## src/rtl/pipelined_shifter.sv

```systemverilog
// Two-stage pipelined barrel shifter (SLL/SRL/SRA/ROL) with valid/ready flow control.
// Low shift-amount bits are applied in stage 1, high bits in stage 2.
module pipelined_shifter #(
    parameter int WIDTH   = 32,
    parameter int SHAMT_W = $clog2(WIDTH),
    parameter int SPLIT   = SHAMT_W / 2
) (
    input  logic               clock,
    input  logic               reset,
    input  logic               in_valid,
    output logic               in_ready,
    input  logic [WIDTH-1:0]   in_data,
    input  logic [SHAMT_W-1:0] in_shamt,
    input  logic [1:0]         in_op,
    output logic               out_valid,
    input  logic               out_ready,
    output logic [WIDTH-1:0]   out_data
);

    localparam int HI_W = SHAMT_W - SPLIT;

    typedef enum logic [1:0] {
        OP_SLL = 2'b00,
        OP_SRL = 2'b01,
        OP_SRA = 2'b10,
        OP_ROL = 2'b11
    } op_e;

    logic              r_s1_valid;
    logic [WIDTH-1:0]  r_s1_data;
    logic [HI_W-1:0]   r_s1_shamt_hi;
    op_e               r_s1_op;
    logic              r_s2_valid;
    logic [WIDTH-1:0]  r_s2_data;

    logic              w_s1_advance;
    logic              w_s2_advance;
    logic [WIDTH-1:0]  w_s1_shifted;
    logic [WIDTH-1:0]  w_s2_shifted;

    // SRA fill uses the current MSB, which every earlier arithmetic sub-stage has preserved
    // from the original operand's sign bit.
    function automatic logic [WIDTH-1:0] f_shift(input logic [WIDTH-1:0] d, input op_e op, input int amt);
        logic [WIDTH-1:0] sign_fill;
        sign_fill = ~({WIDTH{1'b1}} >> amt);
        case (op)
            OP_SLL:  f_shift = d << amt;
            OP_SRL:  f_shift = d >> amt;
            OP_SRA:  f_shift = (d >> amt) | (d[WIDTH-1] ? sign_fill : '0);
            default: f_shift = (d << amt) | (d >> (WIDTH - amt));
        endcase
    endfunction

    // NOTE: always_comb assigns every output a default first so no latch can be inferred.
    always_comb begin
        w_s1_shifted = in_data;
        for (int k = 0; k < SPLIT; k++) begin
            if (in_shamt[k]) w_s1_shifted = f_shift(w_s1_shifted, op_e'(in_op), 1 << k);
        end
    end

    always_comb begin
        w_s2_shifted = r_s1_data;
        for (int k = 0; k < HI_W; k++) begin
            if (r_s1_shamt_hi[k]) w_s2_shifted = f_shift(w_s2_shifted, r_s1_op, 1 << (k + SPLIT));
        end
    end

    assign w_s2_advance = !r_s2_valid || out_ready;
    assign w_s1_advance = !r_s1_valid || w_s2_advance;
    assign in_ready     = w_s1_advance;
    assign out_valid    = r_s2_valid;
    assign out_data     = r_s2_data;

    // NOTE: sequential state uses non-blocking assignments so every register samples pre-edge values.
    always_ff @(posedge clock) begin
        if (reset) begin
            r_s1_valid    <= 1'b0;
            r_s1_data     <= '0;
            r_s1_shamt_hi <= '0;
            r_s1_op       <= OP_SLL;
            r_s2_valid    <= 1'b0;
            r_s2_data     <= '0;
        end else begin
            if (w_s1_advance) begin
                r_s1_valid <= in_valid;
                if (in_valid) begin
                    r_s1_data     <= w_s1_shifted;
                    r_s1_shamt_hi <= in_shamt[SHAMT_W-1:SPLIT];
                    r_s1_op       <= op_e'(in_op);
                end
            end
            if (w_s2_advance) begin
                r_s2_valid <= r_s1_valid;
                if (r_s1_valid) r_s2_data <= w_s2_shifted;
            end
        end
    end

endmodule

```

## config.mk

```make
export PLATFORM = sky130hd
export DESIGN_NAME = pipelined_shifter
export DESIGN_NICKNAME = d
export VERILOG_FILES = /design/src/rtl/pipelined_shifter.sv
export SDC_FILE = /design/constraint.sdc
export NUM_CORES = 1
export LEC_CHECK = 0
export CAP_MARGIN = 20
export CORE_MARGIN = 3
export CORE_UTILIZATION = 50
export CTS_BUF_LIST = sky130_fd_sc_hd__clkbuf_8
export CTS_CLUSTER_SIZE = 8
export DETAILED_ROUTE_END_ITERATION = 8
export MAX_ROUTING_LAYER = met4
export PLACE_DENSITY = 0.77
export SYNTH_ARGS = -nofsm -noshare
export SYNTH_HDL_FRONTEND = slang
export SYNTH_SLANG_ARGS = --single-unit
```

## constraint.sdc

```tcl
create_clock -name clock -period 2.29 [get_ports clock]
set_input_delay 0.458 -clock clock [delete_from_list [all_inputs] [get_ports clock]]
set_output_delay 0.458 -clock clock [all_outputs]
set_load 0.05 [all_outputs]
```

==> impl_metrics.json <==
{
  "yosysSeqAreaShare_pct": 21.76,
  "fin_crit_sh_pct": 97.45,
  "wl_per_cell_microns": 22.32,
  "finalWirelength_microns": 23410,
  "grt_overflow": 0,
  "core_sq_um": 12720,
  "vias": 7082,
  "areaGrowthSynthToFinish_pct": 22.51,
  "max_clock_freq_mhz": 448.1,
  "ys_ff_latch": 71,
  "cts_root_buf": "clkbuf_8",
  "relSlewSlack_pct": 58.74,
  "yosys_warnings": 0,
  "place_ws_ps": -190.8,
  "crit_arrival_ps": 2480,
  "fin_ws_ps": 58.49,
  "grt_pass1_wl_microns": 36450,
  "min_path_type": "register to register",
  "antenna_found_initial": 0,
  "final_cell_mix": "nor2_1, nand2_1, clkdlybuf4s50_1",
  "total_leakage_power_uw": 0.002847,
  "setup_viol": 0,
  "routabilityCongestion": 0.9636,
  "path_buf_inv": 1,
  "rsz0062_at_grt": "false",
  "diodes": 0,
  "synth_area_sq_um": 6533,
  "period_needed_ps": 2232,
  "cpMaxStageDelayCell": "dfxtp_1",
  "crit_required_ps": 2540,
  "die_area_sq_um": 14470,
  "cp-start-kind": "register",
  "cts.sinks": 71,
  "critPathMostFrequentCell": "a221oi_1",
  "dp.cells": 1029,
  "grt_start_max_net_pins": 62,
  "layoutNonFillerInstCount": 1049,
  "initial_utilization_pct": 51.35,
  "synth_flop_cell": "dfxtp_1",
  "ys_types": 64,
  "dpl.hpwl_microns": 16990,
  "syn_inst": 809,
  "peakVddDrop_mv": 0.2985,
  "die_w_microns": 120.3,
  "num_io_pins": 77,
  "worst_pin_slew_ps": 616.6,
  "met2_length_microns": 11070,
  "design_area_sq_um": 8003,
  "first_pass_iters": 5,
  "grt_use_total_pct": 32.80,
  "via_per_inst": 6.751,
  "crit_type": "register to register",
  "async_flop_share_pct": 0,
  "drc": 0,
  "placement.cell_area_sq_um": 7712,
  "avgSynthCellArea_sq_um": 8.075,
  "cts_max_level": 3,
  "synth_edf_count": 0,
  "nets": 915,
  "fin_skew_ps": 11.97,
  "clk_pin_slew_ps": 80,
  "final_layout_size_suffix_gt1_share_pct": 16.08,
  "cp_max_fo": 13,
  "status": "finished clean",
  "final_common_cell": "nor2_1",
  "wl_met3_microns": 1901,
  "final_antenna_net_count": 0,
  "fp.dieH_microns": 120.3,
  "crit_family": "compound AO/OA/AOI/OAI gates",
  "dr.max_layer_used": "met4",
  "rows": 41,
  "clk_path_buf_depth": 2,
  "cts_tree": "yes",
  "drt_iter0_markers": 667,
  "critPathCaptureType": "register",
  "slew_viol_final": 0,
  "crit_chain": "buf_4, nor2b_1, a221oi_1, o32ai_1, a221oi_1, a211oi_1",
  "portBuffers": 76,
  "cts_hold_buf": 0,
  "finalHoldViolCount": 0,
  "wl_met1_microns": 9197,
  "clkLatencyLatePin_ps": 370,
  "numCtsBuffers": 9,
  "max_stage_delay_ps": 580,
  "grt_pass1_vias": 6736,
  "power.density_nw_per_um2": 549.5,
  "syn_nets": 852,
  "drv_cap": 0
}
## worst paths after layout
check	startpoint	cells after the start	slack (ps)	to
setup / recovery	r_s1_op[1]$_SDFFE_PP0P_	6	60	out_data[7]$_SDFFE_PP0P_
hold / removal	out_data[28]$_SDFFE_PP0P_	2	460	out_data[28]$_SDFFE_PP0P_
setup reg to reg	r_s1_op[1]$_SDFFE_PP0P_	6	60	out_data[7]$_SDFFE_PP0P_
hold reg to reg	out_data[28]$_SDFFE_PP0P_	2	460	out_data[28]$_SDFFE_PP0P_
## report_power, final
group	switching (uW)	internal (uW)	leakage [uW]
clock	508	749	0.000120
combinational	906	730	0.00214
sequential	175	1330	0.000586
## worst reg2reg max path, delay by kind of cell (launching register included)
family	cells	cell delay (ps)
AOI/OAI and AO/OA	4	1170
buffers and inverters	1	280
DFF	1	580
and+or+nand+nor	1	90
## cell type report
class | instances | area [sq um]
clock inverter | 6 | 108.9
timing repair buffer | 141 | 1381
multi-input combinational | 642 | 4708
sequential | 71 | 1425
fill | 1155 | 4720
clock buffer | 10 | 137.6
tap | 172 | 215.2
inverter | 7 | 26.28
## layer usage
| layer | up-vias | GRT usage, % |
|---|---|---|
| li1 | 3236 | - |
| met1 | 3390 | 40.65 |
| met2 | 372 | 51.88 |
| met3 | 84 | 5.285 |
| met4 | 0 | 17.28 |
| met5 | - | - |
## cell usage after synthesis (all sizes together), types with 3 or more instances
cell type | instances | area share (%)
a211oi | 61 | 7.0
o211a | 3 | 0.46
a2111oi | 4 | 0.54
o221ai | 7 | 0.94
mux2i | 51 | 7.8
a21boi | 6 | 0.69
nand3b | 11 | 1.3
nor3 | 36 | 2.8
a31oi | 5 | 0.48
mux4 | 35 | 12
nor2 | 96 | 5.5
o22ai | 18 | 1.7
buf | 30 | 2.9
clkbuf | 59 | 3.4
or2 | 5 | 0.48
a311oi | 16 | 2.5
nor3b | 5 | 0.57
o211ai | 11 | 1.3
o2111ai | 3 | 0.40
a211o | 5 | 0.67
a22oi | 6 | 0.69
a21oi | 42 | 3.2
a221oi | 7 | 0.94
nand3 | 11 | 0.84
o221a | 4 | 0.69
inv | 5 | 0.29
and2 | 7 | 0.67
dfxtp | 71 | 22
mux2 | 9 | 1.6
nor2b | 18 | 1.7
a2bb2oi | 4 | 0.54
nand2 | 81 | 4.8
a221o | 5 | 0.77
o21ai | 20 | 1.5
o32ai | 4 | 0.54
a32oi | 6 | 0.80
o22a | 3 | 0.40
nand2b | 14 | 1.3
a32o | 4 | 0.61
## stage by stage
step                      setup TNS, ps  hold slack, ps  total power, uW  util [%]
final                                 0           464.4             4398     62.90
after global routing                  0           495.5             4577     62.90
after CTS                             0           468.7             4368     62.56
after detailed placement          -1400           456.5             3117     60.62
after global placement           -81.72           445.9             3080     60.62
after floorplan                       0           447.6             2529         -
## repair_timing
item,CTS,global route
hold endpoints to repair,0,0
setup buffers,0,4
endpoints found under the setup margin,0,10
resized for setup,0,1
## state kept, by name, indices dropped and copies added, names as in the netlist
register	flops
out_data	32
r_s1_data	32
r_s1_shamt_hi	3
r_s1_op	2
out_valid	1
r_s1_valid	1
## kinds of logic after synthesis
| family | share of synthesized area (%) |
|---|---|
| xor+xnor | 0.6322 |
| buf+inv | 6.646 |
| simple gates | 21.11 |
| fa+ha+maj | 0.1532 |
| flops | 21.76 |
| mux | 21.49 |
| compound gates | 28.21 |
No activity file was read; power rests on OpenSTA's default activity.
